### config.mk
export PLATFORM = sky130hd
export DESIGN_NAME = serial_jtag_bridge
export DESIGN_NICKNAME = d
export VERILOG_FILES = /design/src/rtl/serial_jtag_bridge.sv
export SDC_FILE = /design/constraint.sdc
export NUM_CORES = 1
export LEC_CHECK = 0
export BUFFER_PORTS_ARGS = -buffer_cell sky130_fd_sc_hd__buf_2
export CORE_MARGIN = 3
export CORE_UTILIZATION = 62
export DETAILED_ROUTE_END_ITERATION = 7
export PLACE_DENSITY = 0.86
export SKIP_LAST_GASP = 1
export SYNTH_ARGS = -nofsm -noshare
export SYNTH_HDL_FRONTEND = slang
export SYNTH_SLANG_ARGS = --single-unit
export TNS_END_PERCENT = 5
### constraint.sdc
create_clock -name clk -period 3.7 [get_ports clk]
set_clock_uncertainty 0.15 [all_clocks]
set_input_delay 0.37 -clock clk [delete_from_list [all_inputs] [get_ports clk]]
set_output_delay 0.37 -clock clk [all_outputs]
set_load 0.01 [all_outputs]
### src/rtl/serial_jtag_bridge.sv
// UART-to-JTAG bridge: 8N1 command bytes drive TCK/TMS/TDI with RTCK handshaking,
// and captured TDO bits are packed into bytes that go back out on tx.
module serial_jtag_bridge #(
  parameter int CLKS_PER_BIT = 16,
  parameter int HALF_TCK     = 4,
  parameter int RTCK_TIMEOUT = 255
) (
  input  logic clk,
  input  logic reset_n,
  input  logic rx,
  input  logic rtck,
  input  logic tdo,
  output logic tck,
  output logic tms,
  output logic tdi,
  output logic tx,
  output logic busy,
  output logic error
);

  localparam int BIT_W = $clog2(CLKS_PER_BIT) + 1;
  localparam int TMR_W = $clog2(RTCK_TIMEOUT + HALF_TCK + 1) + 1;
  localparam logic [BIT_W-1:0] BIT_LAST  = BIT_W'(CLKS_PER_BIT - 1);
  localparam logic [BIT_W-1:0] BIT_HALF  = BIT_W'(CLKS_PER_BIT / 2 - 1);
  localparam logic [TMR_W-1:0] HALF_LAST = TMR_W'(HALF_TCK - 1);
  localparam logic [TMR_W-1:0] RTCK_LAST = TMR_W'(RTCK_TIMEOUT);

  typedef enum logic [1:0] {R_IDLE, R_START, R_DATA, R_STOP} rx_state_t;
  typedef enum logic [2:0] {E_IDLE, E_SETUP, E_HIGH, E_WAIT_HI, E_LOW, E_WAIT_LO, E_SEND} eng_state_t;

  logic [1:0] rst_p;
  logic       rst_n_int;

  always_ff @(posedge clk or negedge reset_n) begin
    if (!reset_n) rst_p <= 2'b00;
    else          rst_p <= {rst_p[0], 1'b1};
  end
  assign rst_n_int = rst_p[1];

  // stage p0/p1: input synchronizers; rx_p2 is the previous synchronized rx for edge detect
  logic rx_p0, rx_p1, rx_p2, rtck_p0, rtck_p1, tdo_p0, tdo_p1;

  always_ff @(posedge clk or negedge rst_n_int) begin
    if (!rst_n_int) begin
      {rx_p0, rx_p1, rx_p2} <= 3'b111;
      {rtck_p0, rtck_p1}    <= 2'b00;
      {tdo_p0, tdo_p1}      <= 2'b00;
    end else begin
      {rx_p0, rx_p1, rx_p2} <= {rx, rx_p0, rx_p1};
      {rtck_p0, rtck_p1}    <= {rtck, rtck_p0};
      {tdo_p0, tdo_p1}      <= {tdo, tdo_p0};
    end
  end

  rx_state_t        r_state;
  logic [BIT_W-1:0] r_cnt;
  logic [2:0]       r_idx;
  logic [7:0]       r_shift;
  logic             cmd_full;
  logic [1:0]       cmd_kind;
  logic [2:0]       cmd_arg;
  logic             cmd_done;
  logic             rx_err;
  logic             stop_tick;
  logic             cmd_pending;
  logic             rx_accept;

  // cmd_done lags the engine by a cycle, so a register being released counts as empty
  assign cmd_pending = cmd_full && !cmd_done;
  assign stop_tick   = (r_state == R_STOP) && (r_cnt == BIT_LAST);
  assign rx_accept   = stop_tick && rx_p1 && !cmd_pending;

  always_ff @(posedge clk or negedge rst_n_int) begin
    if (!rst_n_int) begin
      r_state  <= R_IDLE;
      r_cnt    <= '0;
      r_idx    <= '0;
      cmd_full <= 1'b0;
      rx_err   <= 1'b0;
    end else begin
      rx_err <= 1'b0;
      if (cmd_done) cmd_full <= 1'b0;
      case (r_state)
        R_IDLE: begin
          if (rx_p2 && !rx_p1) begin
            r_state <= R_START;
            r_cnt   <= '0;
          end
        end
        R_START: begin
          if (r_cnt == BIT_HALF) begin
            r_cnt   <= '0;
            r_idx   <= '0;
            r_state <= rx_p1 ? R_IDLE : R_DATA;
          end else r_cnt <= r_cnt + BIT_W'(1);
        end
        R_DATA: begin
          if (r_cnt == BIT_LAST) begin
            r_cnt <= '0;
            r_idx <= r_idx + 3'd1;
            if (r_idx == 3'd7) r_state <= R_STOP;
          end else r_cnt <= r_cnt + BIT_W'(1);
        end
        R_STOP: begin
          if (r_cnt == BIT_LAST) begin
            r_cnt   <= '0;
            r_state <= R_IDLE;
            if (!rx_p1 || cmd_pending) rx_err <= 1'b1;
            else                       cmd_full <= 1'b1;
          end else r_cnt <= r_cnt + BIT_W'(1);
        end
        default: r_state <= R_IDLE;
      endcase
    end
  end

  always_ff @(posedge clk) begin
    if (r_state == R_DATA && r_cnt == BIT_LAST) r_shift <= {rx_p1, r_shift[7:1]};
    if (rx_accept) begin
      cmd_kind <= r_shift[7:6];
      cmd_arg  <= r_shift[2:0];
    end
  end

  eng_state_t       e_state;
  logic [TMR_W-1:0] e_tmr;
  logic [2:0]       clk_left;
  logic             cap_en;
  logic [7:0]       cap;
  logic [3:0]       cap_cnt;
  logic [7:0]       snd_byte;
  logic             snd_pend;
  logic             tx_go;
  logic             tx_active;
  logic             rtck_err;

  always_ff @(posedge clk or negedge rst_n_int) begin
    if (!rst_n_int) begin
      e_state  <= E_IDLE;
      e_tmr    <= '0;
      clk_left <= '0;
      cap_en   <= 1'b0;
      cap      <= '0;
      cap_cnt  <= '0;
      snd_byte <= '0;
      snd_pend <= 1'b0;
      tx_go    <= 1'b0;
      cmd_done <= 1'b0;
      rtck_err <= 1'b0;
      tck      <= 1'b0;
      tms      <= 1'b1;
      tdi      <= 1'b0;
    end else begin
      tx_go    <= 1'b0;
      cmd_done <= 1'b0;
      rtck_err <= 1'b0;
      case (e_state)
        E_IDLE: begin
          if (cmd_pending) begin
            e_tmr <= '0;
            case (cmd_kind)
              2'b00: begin
                tms      <= cmd_arg[0];
                tdi      <= cmd_arg[1];
                cap_en   <= cmd_arg[2];
                clk_left <= 3'd1;
                e_state  <= E_SETUP;
              end
              2'b01: begin
                tms      <= 1'b1;
                tdi      <= 1'b0;
                cap_en   <= 1'b0;
                clk_left <= 3'd5;
                e_state  <= E_SETUP;
              end
              2'b10: begin
                if (cap_cnt != 4'd0) begin
                  snd_byte <= cap;
                  cap      <= '0;
                  cap_cnt  <= '0;
                  clk_left <= '0;
                  e_state  <= E_SEND;
                end else cmd_done <= 1'b1;
              end
              default: cmd_done <= 1'b1;
            endcase
          end
        end
        E_SETUP: begin
          if (e_tmr == HALF_LAST) begin
            e_tmr   <= '0;
            tck     <= 1'b1;
            e_state <= E_HIGH;
          end else e_tmr <= e_tmr + TMR_W'(1);
        end
        E_HIGH: begin
          if (e_tmr == HALF_LAST) begin
            e_tmr   <= '0;
            e_state <= E_WAIT_HI;
          end else e_tmr <= e_tmr + TMR_W'(1);
        end
        E_WAIT_HI: begin
          // a timeout still takes the tdo sample so the capture stream keeps its length
          if (rtck_p1 || e_tmr == RTCK_LAST) begin
            if (!rtck_p1) rtck_err <= 1'b1;
            e_tmr   <= '0;
            tck     <= 1'b0;
            e_state <= E_LOW;
            if (cap_en) begin
              if (cap_cnt == 4'd7) begin
                snd_byte <= {tdo_p1, cap[6:0]};
                snd_pend <= 1'b1;
                cap      <= '0;
                cap_cnt  <= '0;
              end else begin
                cap[cap_cnt[2:0]] <= tdo_p1;
                cap_cnt           <= cap_cnt + 4'd1;
              end
            end
          end else e_tmr <= e_tmr + TMR_W'(1);
        end
        E_LOW: begin
          if (e_tmr == HALF_LAST) begin
            e_tmr   <= '0;
            e_state <= E_WAIT_LO;
          end else e_tmr <= e_tmr + TMR_W'(1);
        end
        E_WAIT_LO: begin
          if (!rtck_p1 || e_tmr == RTCK_LAST) begin
            if (rtck_p1) rtck_err <= 1'b1;
            e_tmr    <= '0;
            clk_left <= clk_left - 3'd1;
            if (snd_pend)               e_state <= E_SEND;
            else if (clk_left != 3'd1)  e_state <= E_SETUP;
            else begin
              e_state  <= E_IDLE;
              cmd_done <= 1'b1;
            end
          end else e_tmr <= e_tmr + TMR_W'(1);
        end
        E_SEND: begin
          if (!tx_active && !tx_go) begin
            tx_go    <= 1'b1;
            snd_pend <= 1'b0;
            if (clk_left != 3'd0) e_state <= E_SETUP;
            else begin
              e_state  <= E_IDLE;
              cmd_done <= 1'b1;
            end
          end
        end
        default: e_state <= E_IDLE;
      endcase
    end
  end

  logic [8:0]       t_shift;
  logic [3:0]       t_idx;
  logic [BIT_W-1:0] t_cnt;

  always_ff @(posedge clk or negedge rst_n_int) begin
    if (!rst_n_int) begin
      tx_active <= 1'b0;
      tx        <= 1'b1;
      t_shift   <= '1;
      t_idx     <= '0;
      t_cnt     <= '0;
    end else if (!tx_active) begin
      tx <= 1'b1;
      if (tx_go) begin
        tx_active <= 1'b1;
        tx        <= 1'b0;
        t_shift   <= {1'b1, snd_byte};
        t_idx     <= '0;
        t_cnt     <= '0;
      end
    end else if (t_cnt == BIT_LAST) begin
      t_cnt <= '0;
      if (t_idx == 4'd9) begin
        tx_active <= 1'b0;
        tx        <= 1'b1;
      end else begin
        tx      <= t_shift[0];
        t_shift <= {1'b1, t_shift[8:1]};
        t_idx   <= t_idx + 4'd1;
      end
    end else t_cnt <= t_cnt + BIT_W'(1);
  end

  always_ff @(posedge clk or negedge rst_n_int) begin
    if (!rst_n_int) begin
      error <= 1'b0;
      busy  <= 1'b0;
    end else begin
      if (rx_err || rtck_err) error <= 1'b1;
      busy <= (e_state != E_IDLE) || cmd_full || tx_active || tx_go;
    end
  end

endmodule

==> results.sh <==
export IMPL_ir_drop_uv=378
export IMPL_maxSlewViolCount=0
export IMPL_final_common_cell="dfrtp_1"
export IMPL_dpl_hpwl_microns=5890
export IMPL_finalWirelength_microns=8520
export IMPL_tns_ns=0
export IMPL_synthFlopType="dfrtp_1"
export IMPL_drt_iter0_drc=197
export IMPL_start_util_pct=64.1
export IMPL_ys_seq_area_share_pct=54.7
export IMPL_cts_buffer_depth=2
export IMPL_vias=3429
export IMPL_crit_buf_inv=0
export IMPL_clkLatencyLatePin_ns=0.36
export IMPL_fillers=549
export IMPL_power_density_nw_per_um2=619
export IMPL_worst_slew_pin_slew_ns=1.14
export IMPL_antenna_found_initial=0
export IMPL_grt_setup_unrepaired="false"
export IMPL_ys_types=59
export IMPL_placed_cells=545
export IMPL_cpMaxStageDelayCell="o22ai_1"
export IMPL_slew_limit_headroom_pct=24.2
export IMPL_status="completed"
export IMPL_setup_viol=0
export IMPL_cp_top_family="compound AO/OA/AOI/OAI gates"
export IMPL_io_pins=11
export IMPL_grt_overflow=0
export IMPL_core_sq_um=7290
export IMPL_synth_fp_nets=471
export IMPL_avgSynthCellArea_sq_um=10.3
export IMPL_syn_to_final_growth_pct=7.68
export IMPL_drc=0
export IMPL_clock_sinks=99
export IMPL_drive_gt1_share_pct=12.2
export IMPL_synth_top_area_share_pct=39.1
export IMPL_synth_ff_latch_count=99
export IMPL_postCtsSetupBuffers=0
export IMPL_numCtsBuffers=9
export IMPL_nets=480
export IMPL_cp_start_kind="flop"
export IMPL_cts_root_buf="clkbuf_8"
export IMPL_cts_clk_slew_worst_paths_ns=0.09
export IMPL_synth_cells=452
export IMPL_fin_crit_ns=2.78
export IMPL_vias_per_cell=6.07
export IMPL_port_buffers=10
export IMPL_grt_max_degree=85
export IMPL_synth_area_leaders="dfrtp_1 (39%), edfxtp_1 (8.3%), dfstp_2 (7.3%)"
export IMPL_mostFrequentLayoutCells="dfrtp_1 (72), nor2_1 (51), o21ai_0 (45), nand2_1 (39), a21oi_1 (25)"
export IMPL_slowest_delay_ns=0.88
export IMPL_tritoncts="done"
export IMPL_cp_max_fo=17
export IMPL_synthArstFlopShare_pct=86.9
export IMPL_first_pass_iters=4
export IMPL_maxCapViolCount=0
export IMPL_period_share_pct=75.2
export IMPL_track_usage_pct=21.8
export IMPL_fin_cells=565
export IMPL_grt_pass1_vias=3182
export IMPL_num_antenna_cells=0
export IMPL_hold_violations=0
export IMPL_worstPathRequired_ns=3.84
export IMPL_row_count=31
export IMPL_place_congestion=0.839
export IMPL_grt_pass1_wl_microns=15100
export IMPL_worstSetupPathType="reg -> reg"
export IMPL_die_area_sq_um=8620
export IMPL_h_tree_depth=3
export IMPL_die_x_microns=92.9
export IMPL_ant_nets=0
export IMPL_end_kind="flop"
export IMPL_cp_arrival_ns=2.92
export IMPL_leakagePower_nw=2.17
export IMPL_synth_area_sq_um=4680
export IMPL_yosys_warnings=0
export IMPL_wl_per_cell_microns=15.1
export IMPL_synth_top_area_cell="dfrtp_1"
export IMPL_synth_edff_count=13
export IMPL_fmax_ghz=0.359
export IMPL_hold_class="in -> async"
export IMPL_die_h_microns=92.9
export IMPL_crit_chain="ha_1, nor3b_1, and3_1, o22ai_1, o21ai_0, a31oi_1"
## registers in the layout, summed over array words and instances (netlist names), 2 cells and up, named ones only
name	cells
r_shift	8
rst_p	2
e_tmr	10
cmd_kind	2
clk_left	3
cap	8
t_idx	4
cmd_arg	3
e_state	3
r_idx	3
cap_cnt	4
t_cnt	5
t_shift	8
r_cnt	5
snd_byte	8
## power by group
group          internal, mW  switching (mW)
logic                 0.371           0.484
clock network         0.332           0.354
registers              1.33           0.251
total                  2.03            1.09
## cells by family (layout without fill, tap and decap cells)
family,Yosys count,after routing,share of synthesized area [%]
xor+xnor,6,6,1.12
simple gates,152,152,16.2
compound gates,131,131,18.0
other cells,1,1,0.0802
mux,10,10,2.94
flops,99,99,54.7
buf+inv,39,53,3.18
fa+ha+maj,14,14,3.75
## cell type report
cell class	instances	area, sq um	share of cell area [%]
clock buffer	12	145	2.88
clock inverter	4	51.3	1.02
inverter	21	78.8	1.57
multi-input combinational	314	1970	39.1
sequential	99	2560	50.9
tap	99	124	2.46
timing repair buffer	16	105	2.09
## Yosys cell counts (6+ instances only)
master / n
o41ai_1: 7
nor3_1: 6
a21oi_1: 25
inv_1: 21
o21ai_0: 45
nor2b_1: 6
clkbuf_1: 15
nand2_1: 39
edfxtp_1: 13
a211oi_1: 10
nand2b_1: 7
a31oi_1: 8
mux2_4: 7
ha_1: 14
dfstp_2: 13
dfrtp_1: 73
nand3_1: 12
nor2_1: 51
## per-layer routing
layer  routed length [microns]  up-vias  global-route usage, %
met4                       105        0                   6.35
met5                         0        -                      0
met2                      4040       76                   33.7
li1                          -     1657                      -
met1                      4040     1683                   31.1
met3                       328       13                   4.87
## worst paths after layout
| kind | depth (start not counted) | slack [ns] | from | end |
|---|---|---|---|---|
| worst max-delay path | 6 | 0.92 | e_tmr[0]$_DFFE_PN0P_ | e_tmr[6]$_DFFE_PN0P_ |
| worst min-delay path | 2 | 0.19 | reset_n | rst_p[1]$_DFF_PN0_ |
| worst max register to register | 6 | 0.92 | e_tmr[0]$_DFFE_PN0P_ | e_tmr[6]$_DFFE_PN0P_ |
| worst min register to register | 0 | 0.20 | rtck_p0$_DFF_PN0_ | rtck_p1$_DFF_PN0_ |
| max in group asynchronous | 0 | 2.38 | rst_p[1]$_DFF_PN0_ | snd_pend$_DFFE_PN0P_ |
| min in group clk | 0 | 0.20 | rtck_p0$_DFF_PN0_ | rtck_p1$_DFF_PN0_ |
## timing repair
action	CTS	global route
hold buffers	4	0
gates resized for setup	0	0
hold endpoints to repair	5	0
## worst register-to-register path, cell delays in order (launching register included)
cell	delay, ns
dfrtp_1	0.43
ha_1	0.28
nor3b_1	0.16
and3_1	0.23
o22ai_1	0.88
o21ai_0	0.32
a31oi_1	0.26
## metrics by stage
stage	utilization (%)	instance area (sq um)	total power, mW	worst slack (ns)	hold WS (ns)
CTS	69.1	5040	3.13	0.974	0.149
global placement	65.8	4800	2.37	1.26	0.00508
floorplan	-	4680	2.22	1.00	-0.0756
detailed placement	65.8	4800	2.44	0.977	0.00800
finish	69.1	5040	3.12	0.918	0.186
global route	69.1	5040	3.34	0.773	0.185
(Power assumes the default switching activity.)
